===== src/rtl/fabric_mesh_cfg.sv =====
// rtl/fabric_mesh_cfg.sv - configurable tile mesh with double-buffered configuration load
//
// clb: one logic tile.
//   confi[7:0]   3-input LUT truth table, index {nbr, local_inputs[1], local_inputs[0]}
//   confi[9:8]   neighbour select for the LUT's third input: 0 north, 1 east, 2 south, 3 west
//   confi[10]    local_output taken from the tile flop (1) or straight from the LUT (0)
//   confi[11]    drive to_east / to_south with the tile flop
//   confi[12]    drive to_west / to_north with the tile flop
//   Ports: clk, rst_ni (sync active-low), confi, local_inputs, from_*, to_*, local_output.
//
// fabric_mesh_cfg: ROWS x COLS mesh of clb tiles with a word-serial configuration loader.
//   clk, rst                 clock, synchronous active-high reset
//   cfg_start                begin or restart a configuration load
//   cfg_valid/cfg_word       one configuration word per tile, row-major order
//   cfg_ready                high while a load is in progress
//   cfg_done                 high while the committed configuration is running
//   user_inputs              broadcast to every tile's local_inputs
//   out_sel/user_output      registered output of the selected tile
//   rd_idx/rd_cfg            combinational readback of a tile's active configuration

module clb (
    input  logic        clk,
    input  logic        rst_ni,
    input  logic [12:0] confi,
    input  logic [1:0]  local_inputs,
    input  logic        from_north,
    input  logic        from_east,
    input  logic        from_south,
    input  logic        from_west,
    output logic        to_north,
    output logic        to_east,
    output logic        to_south,
    output logic        to_west,
    output logic        local_output
);
    logic       nbr;
    logic [2:0] lut_idx;
    logic [7:0] lut;
    logic       lut_out;
    logic       ff_q;

    always_comb begin
        nbr = 1'b0;
        case (confi[9:8])
            2'd0:    nbr = from_north;
            2'd1:    nbr = from_east;
            2'd2:    nbr = from_south;
            default: nbr = from_west;
        endcase
    end

    assign lut     = confi[7:0];
    assign lut_idx = {nbr, local_inputs};
    assign lut_out = lut[lut_idx];

    always_ff @(posedge clk) begin
        if (!rst_ni) begin
            ff_q <= 1'b0;
        end else begin
            ff_q <= lut_out;
        end
    end

    // Neighbour outputs come only from the flop so the mesh never forms a
    // combinational ring between adjacent tiles.
    assign to_east      = ff_q & confi[11];
    assign to_south     = ff_q & confi[11];
    assign to_west      = ff_q & confi[12];
    assign to_north     = ff_q & confi[12];
    assign local_output = confi[10] ? ff_q : lut_out;
endmodule

module fabric_mesh_cfg #(
    parameter  int ROWS  = 2,
    parameter  int COLS  = 2,
    parameter  int CFG_W = 13,
    localparam int N     = ROWS * COLS,
    localparam int SW    = (N > 1) ? $clog2(N) : 1
) (
    input  logic             clk,
    input  logic             rst,
    input  logic             cfg_start,
    input  logic             cfg_valid,
    input  logic [CFG_W-1:0] cfg_word,
    output logic             cfg_ready,
    output logic             cfg_done,
    input  logic [1:0]       user_inputs,
    input  logic [SW-1:0]    out_sel,
    output logic             user_output,
    input  logic [SW-1:0]    rd_idx,
    output logic [CFG_W-1:0] rd_cfg
);
    typedef enum logic [1:0] {IDLE, LOAD, COMMIT, RUN} state_t;

    state_t           state_q, state_d;
    logic [SW-1:0]    count_q, count_d;
    logic             accept;
    logic [CFG_W-1:0] shadow_q [N];
    logic [CFG_W-1:0] active_q [N];
    logic             cfg_ready_q, cfg_done_q, user_output_q;
    logic             sel_out;
    logic             tile_rst_n;

    logic to_n [N];
    logic to_e [N];
    logic to_s [N];
    logic to_w [N];
    logic local_output [N];

    always_comb begin
        state_d = state_q;
        count_d = count_q;
        accept  = 1'b0;
        case (state_q)
            IDLE: begin
                if (cfg_start) begin
                    state_d = LOAD;
                    count_d = '0;
                end
            end
            LOAD: begin
                // A restart wins over a word presented in the same cycle.
                if (cfg_start) begin
                    count_d = '0;
                end else if (cfg_valid) begin
                    accept  = 1'b1;
                    count_d = count_q + 1'b1;
                    if (count_q == SW'(N - 1)) begin
                        state_d = COMMIT;
                        count_d = '0;
                    end
                end
            end
            COMMIT: state_d = RUN;
            RUN: begin
                if (cfg_start) begin
                    state_d = LOAD;
                    count_d = '0;
                end
            end
            default: state_d = IDLE;
        endcase
    end

    always_comb begin
        sel_out = 1'b0;
        if (state_q == RUN) begin
            for (int k = 0; k < N; k++) begin
                if (out_sel == SW'(k)) sel_out = local_output[k];
            end
        end
    end

    always_comb begin
        rd_cfg = '0;
        for (int k = 0; k < N; k++) begin
            if (rd_idx == SW'(k)) rd_cfg = active_q[k];
        end
    end

    always_ff @(posedge clk) begin
        if (rst) begin
            state_q       <= IDLE;
            count_q       <= '0;
            cfg_ready_q   <= 1'b0;
            cfg_done_q    <= 1'b0;
            user_output_q <= 1'b0;
            for (int k = 0; k < N; k++) begin
                shadow_q[k] <= '0;
                active_q[k] <= '0;
            end
        end else begin
            state_q       <= state_d;
            count_q       <= count_d;
            cfg_ready_q   <= (state_d == LOAD);
            cfg_done_q    <= (state_d == RUN);
            user_output_q <= sel_out;
            if (accept) shadow_q[count_q] <= cfg_word;
            if (state_q == COMMIT) begin
                for (int k = 0; k < N; k++) active_q[k] <= shadow_q[k];
            end
        end
    end

    assign cfg_ready   = cfg_ready_q;
    assign cfg_done    = cfg_done_q;
    assign user_output = user_output_q;

    // Tiles keep running on the old configuration during LOAD; they are held
    // in reset only while nothing is configured or the new one is being copied.
    assign tile_rst_n = !(rst || state_q == IDLE || state_q == COMMIT);

    for (genvar r = 0; r < ROWS; r++) begin : g_row
        for (genvar c = 0; c < COLS; c++) begin : g_col
            localparam int K = r * COLS + c;
            logic fn, fe, fs, fw;

            if (r > 0) begin : g_n
                assign fn = to_s[K - COLS];
            end else begin : g_nb
                assign fn = 1'b0;
            end
            if (r < ROWS - 1) begin : g_s
                assign fs = to_n[K + COLS];
            end else begin : g_sb
                assign fs = 1'b0;
            end
            if (c > 0) begin : g_w
                assign fw = to_e[K - 1];
            end else begin : g_wb
                assign fw = 1'b0;
            end
            if (c < COLS - 1) begin : g_e
                assign fe = to_w[K + 1];
            end else begin : g_eb
                assign fe = 1'b0;
            end

            clb u_clb (
                .clk          (clk),
                .rst_ni       (tile_rst_n),
                .confi        (active_q[K]),
                .local_inputs (user_inputs),
                .from_north   (fn),
                .from_east    (fe),
                .from_south   (fs),
                .from_west    (fw),
                .to_north     (to_n[K]),
                .to_east      (to_e[K]),
                .to_south     (to_s[K]),
                .to_west      (to_w[K]),
                .local_output (local_output[K])
            );
        end
    end
endmodule


===== config.mk =====
export PLATFORM = sky130hd
export DESIGN_NAME = fabric_mesh_cfg
export DESIGN_NICKNAME = d
export VERILOG_FILES = /design/src/rtl/fabric_mesh_cfg.sv
export SDC_FILE = /design/constraint.sdc
export NUM_CORES = 1
export LEC_CHECK = 0
export ABC_CLOCK_PERIOD_IN_PS = 4800
export CORE_ASPECT_RATIO = 1.25
export CORE_UTILIZATION = 60
export CTS_CLUSTER_SIZE = 40
export DETAILED_ROUTE_END_ITERATION = 10
export PLACE_DENSITY = 0.92
export SETUP_SLACK_MARGIN = 0.05
export SLEW_MARGIN = 5
export SYNTH_ARGS = -nofsm -noshare
export SYNTH_HDL_FRONTEND = slang
export SYNTH_SLANG_ARGS = --single-unit
export TNS_END_PERCENT = 50

===== constraint.sdc =====
create_clock -name clk -period 4.8 [get_ports clk]
set_input_delay 0.72 -clock clk [delete_from_list [all_inputs] [get_ports clk]]
set_output_delay 0.72 -clock clk [all_outputs]
set_load 0.02 [all_outputs]

-- Word level (Yosys, flattened, before mapping)
Memories as Yosys holds them, arrays and structs flattened.
Cells that the tools add are included.
- magnitude comparators: 4
- add/sub/neg operators: 1
- reduce and logical (&&, ||, !) cells: 15
- equal/unequal tests: 21
- bitwise operators: 11
- mux-type cells: 52
- operator list (operator ; number):
    $mux 13 ; 9
    $mux 1 ; 24
    $eq 2x2->1 const B ; 11
    $mux 2 ; 9
    $eq 2x1->1 const B ; 8
    $lt 3x4->1 const B ; 4
    $reduce_or 13->1 ; 1
    $bmux 1 s3 ; 4
    $logic_not 2->1 ; 6
    $pmux 1 s2 ; 4
    $reduce_or 2->1 ; 4
    $and 1x1->1 ; 6
    $pmux 2 s3 ; 1
    $or 1x1->1 ; 4
    $pmux 2 s2 ; 1
    $ne 3x3->1 const B ; 1
    $reduce_and 3->1 ; 1
    $add 2x1->2 const B ; 1
    $logic_or 1x1->1 ; 2
    $ne 2x1->1 const B ; 1
    $reduce_bool 2->1 ; 1
    $not 1->1 ; 1
- logic and storage cells: 115
- memories: 2
- register bits: 11
- input port bits: 23
- output and inout port bits: 16
- bits in writable memories: 104
- memory list (name ; depth ; width ; rd ports ; clocked after memory_dff ; wr ports ; RTL line ; RTL):
    active_q ; 4 ; 13 ; 4 ; 0 ; 4 ; 99 ; logic [CFG_W-1:0] active_q [N];
    shadow_q ; 4 ; 13 ; 4 ; 0 ; 4 ; 98 ; logic [CFG_W-1:0] shadow_q [N];

-- Longest topological paths before layout
An unclocked memory read counts as a cell.
- depth after elaboration: 10
- depth in mapped cells: 6
- gate-level depth less buffers: 6

-- Cells and area by module
A second synthesis with hierarchy kept.
- cell total of the unflattened synthesis: 335
- area total of the unflattened synthesis: 5271.3 µm²
- modules (own cells, without submodules) (module ; instances ; sequential area each (µm²) ; cells each ; area an instance (µm²)):
    fabric_mesh_cfg ; 1 ; 3263.1 ; 291 ; 4660.7
    clb ; 4 ; 20.0 ; 11 ; 152.6

-- Least setup slack after synthesis
No wires, ideal clock.
- kind: input to register
- from: input port rst
- to: memory active_q[0][0], enable pin
- required time: 4.387 ns
- buffers on the path: 2
- library setup time: 0.413 ns
- stages on the path: 3
- setup slack: 2.033 ns
- data arrival time: 2.354 ns
- cell sequence: clkbuf_1 > buf_2 > or2_1
- RTL lines (element ; RTL line ; RTL):
    start: declaration ; 81 ; input logic rst,
    end: declaration ; 99 ;

-- Worst setup path in the final report
- from: input port rd_idx[1]
- to: output port rd_cfg[1]
- cells in the longest elaborated chain, start to end: 5
- elaborated cells between the ends (all ways): 8
- classes of those cells: 3 x eq/ne; 4 x mux; 1 x reduce/logical
- ends and longest elaborated chain (element ; RTL line ; RTL):
    start: declaration ; 90 ; input logic [SW-1:0] rd_idx,
    $logic_not 2->1 ; 157 ; if (rd_idx == SW'(k)) rd_cfg = active_q[k];
    $mux 13 (3 in series) ; 157 ;
    $mux 13 * ; 157 ;
    end: declaration ; 91 ; output logic [CFG_W-1:0] rd_cfg
Mark *: on every way between the ends. The rest lies on a longest branch, timed or not.

==> implementation parameters <==
Parameter                              Value

Run status
  Run status ... finished with violations
  Failing checks ... DRC

Synth
  Library cells used by synthesis ... 41
  Most numerous cell types in the synthesized netlist ... and2_1, edfxtp_1, mux4_2
  Post-synthesis cell area ... 0.00514 mm2
  Synth Register Bits ... 115
  Synthesized instance count ... 342
  Share of synthesized cell area in and, or, nand and nor gates ... 0.178
  Warning count from the yosys run ... 0
  Area share of the largest cell type after synthesis ... 0.607
  Synthesized-area fraction occupied by xor and xnor cells ... 0
  Syn_nets ... 373
  Share of synthesized area spent on multiplexers ... 0.0942
  Compound-cell area share of the yosys netlist ... 0.0389
  Dominant combinational cell family by area after synthesis ... simple AND/OR/NAND/NOR gates
  Library cell with the largest summed area after synthesis ... edfxtp_1
  Area contributors post-synth ... edfxtp_1, and2_1, mux4_2, dfxtp_1, ha_1
  Post-synthesis sequential area ratio ... 0.650
  Post-synthesis area per instance ... 15.0 um2
  Adder-cell share of the synthesized area ... 0.0195
  Count of flip-flops with a built-in enable after synthesis ... 104
  Proportion of synthesized flip-flops having asynchronous set or reset ... 0
  Most used flip-flop cell after synthesis ... edfxtp_1

Worst setup path
  Most common cell type on the critical path ... clkdlybuf4s50_1
  Worst setup path endpoint ... rd_cfg[1]
  Endpoint required time on the critical path ... 4.08 ns
  Reg2reg path depth ... 4
  Buffering stage count on the worst path with inverters included ... 2
  Reg-to-reg slack, setup ... 2.15 ns
  Worst r2r dst ... shadow_q[2][7]
  CP Launch Type ... input pin
  CP cell instances ... clkdlybuf4s50_1 -> mux4_2 -> clkdlybuf4s50_1
  Worst setup path start ... rd_idx[1]
  Category of the most critical setup path ... in -> out
  Longest individual stage delay on the worst path ... 0.95 ns
  CP arrival ... 2.65 ns
  Logic depth of the worst setup path including buffers ... 3
  Kind of cell with the highest combined delay on the critical path ... buffers and inverters
  Worst r2r src ... state_q[0]
  CP max stage cell ... clkdlybuf4s50_1
  CP Max Fanout ... 13
  Type of element capturing the critical path ... primary output

Clocking
  Clk Tree Root Cell ... clkbuf_8
  Clock latency reported for the late side of the worst-skew pair ... 0.51 ns
  Post-cts hold buffer count ... 0
  CTS H-tree lvls ... 4
  Clock sink total ... 115
  CTS tree ... yes
  Buffer count from post-CTS setup fixing ... 0
  Clock slew seen by the registers of the worst setup and hold paths ... 0.06 ns
  Clock buffer count from CTS ... 17
  Number of buffers between clock root and the deepest sink ... 2
  Number of resized instances in the post-cts repair step ... 0

Floorplanning
  Starting utilization of the core area ... 0.620
  Die extent in y ... 105 um
  Number of top-level pins ... 39
  Placement row count ... 37
  Total Die Area ... 0.00895 mm2
  Die boundary width ... 84.8 um
  Core box area ... 0.00829 mm2

Power
  Net switching component of the power ... 0.711 mW
  Internal power ... 2.20 mW
  Switching share of power ... 0.244
  Portion of total power attributed to the clock network ... 0.410
  Proportion of power drawn by flip-flops and latches ... 0.451
  Pwr dens ... 471 mW/mm2
  LEAKAGE ... 2.28 nW
  Comb power frac ... 0.140
  Worst vdd rail ir drop ... 0.000330 V

STA
  Min cycle time layout ... 3.37 ns
  Remaining max-slew budget at the tightest pin ... 0.221
  Part of the cycle the worst path needs ... 0.703
  Setup WS post-layout ... 1.43 ns
  Setup TNS Final ... 0 ns
  Slew of the pin with the lowest slew margin ... 1.17 ns
  Final Skew ... 0.00713 ns
  Highest achievable clock rate ... 0.296 GHz
  Setup violation total in the final timing report ... 0
  WHS ... 0.513 ns
  Fin. Hold Viols ... 0
  Slew Viols, Final ... 0
  Setup repair after global routing missed its margin ... false

Final layout
  Final net count ... 420
  Number of fill cells ... 442
  Area growth from synthesis to layout ... 20.3%
  Antenna Cells ... 0
  Area occupied by multi-input gates ... 0.00171 mm2
  Sequential standard cell area ... 0.00334 mm2
  Share of cells above drive strength 1 ... 0.134

Global route
  Vias in the first global route ... 3,087
  Largest net degree at the start of global routing ... 53
  Gr usage total ... 0.247
  Sum of overflow across all layers after global routing ... 0
  Number of antenna violations at the first check in global routing ... 0
  Wire length of the first global-routing pass ... 16,000 um

Placed design
  Worst setup slack after placement ... 1.45 ns
  Routability cong. ... 0.899
  Port Buf Inserts ... 38
  Half-perimeter wire length after detailed placement ... 6730 um

Routing
  Detailed-route vias per instance ... 5.98
  Overall via count from detail_route ... 2,986
  Post-detailed-routing wire length ... 10,200 um
  Drt pass-1 iters ... 7
  Number of design-rule violations left by the first detailed-router iteration ... 216
  Number of design rule violations left after detail routing ... 3
  Routed WL per cell ... 20.5 um
  ANT nets after route ... 0

Worst hold path
  HP Class ... reg -> reg
  Hold Crit Start ... shadow_q[1][2]

Job
  Max_cap viols ... 0
==> state kept, by name, summed over array words and instances (netlist names) <==
name and cells:
g_row.g_col.u_clb.ff_q 4, state_q 2, count_q 2, shadow_q 52
cfg_done 1, user_output 1, active_q 52, cfg_ready 1
==> how the worst min path moves through the flow <==
stage | to | slack [ns] | depth (start not counted)
after floorplan | count_q[1] | 0.49 | 2
after global placement | active_q[0][8] | 0.50 | 1
after detailed placement | active_q[2][2] | 0.50 | 1
after CTS | active_q[1][1] | 0.52 | 1
after global routing | active_q[1][2] | 0.53 | 1
final | active_q[1][2] | 0.51 | 1
==> per-layer routing <==
layer | track usage | wire [um] | up-vias
met1 | 0.304 | 4260 | 1454
met3 | 0.0689 | 524 | 36
met4 | 0.155 | 447 | 0
met5 | 0 | 0 | -
met2 | 0.387 | 5020 | 129
li1 | - | - | 1367
==> through the flow <==
stage,total power [mW],utilization,std cells,cell area [um2]
3_3_place_gp,1.71,0.678,467,5620
5_1_grt,3.00,0.746,499,6180
6_report,2.91,0.746,499,6180
3_5_place_dp,1.73,0.678,467,5620
4_1_cts,2.91,0.746,499,6180
2_1_floorplan,1.56,-,342,5140
==> layout make-up <==
type / count / share of cell area
flip-flops and latches: 115 / 0.541
multi-input cells: 203 / 0.276
clock buffers: 19 / 0.0682
repair buffers: 43 / 0.0676
clock inverters: 13 / 0.0229
well taps: 97 / 0.0196
inverters: 9 / 0.00546
==> cell usage in the layout, fill, tap and decap left out, types with 4 or more instances in the layout <==
master | synthesis | routed
nor2_1 | 10 | 10
mux4_2 | 18 | 18
ha_1 | 8 | 8
and2_1 | 104 | 104
clkdlybuf4s50_1 | 0 | 38
a21oi_1 | 8 | 8
clkinv_1 | 0 | 5
nand2_1 | 4 | 4
o21ai_0 | 4 | 4
dfxtp_1 | 11 | 11
inv_1 | 9 | 9
edfxtp_1 | 104 | 104
buf_4 | 0 | 5
nand4b_1 | 4 | 4
clkbuf_16 | 0 | 16
==> power by group through the flow <==
stage | clock network, mW | registers, mW | logic (mW)
2_1_floorplan | 0 | 1.30 | 0.262
4_1_cts | 1.19 | 1.31 | 0.407
5_1_grt | 1.23 | 1.32 | 0.444
3_3_place_gp | 0 | 1.32 | 0.387
6_report | 1.19 | 1.31 | 0.406
3_5_place_dp | 0 | 1.33 | 0.403
==> cells by family after synthesis <==
logic type      Yosys count
flops                   115
mux                      21
fa+ha+maj                 8
simple gates            146
buf+inv                  24
compound gates           28
==> worst reg2reg max path: stages (launching register included) <==
cell and delay [ns]:
dfxtp_1 0.45, ha_1 0.22, nand3b_1 0.27, nor4b_2 0.81, or2_1 0.54
Power figures use the tool's default switching activity.
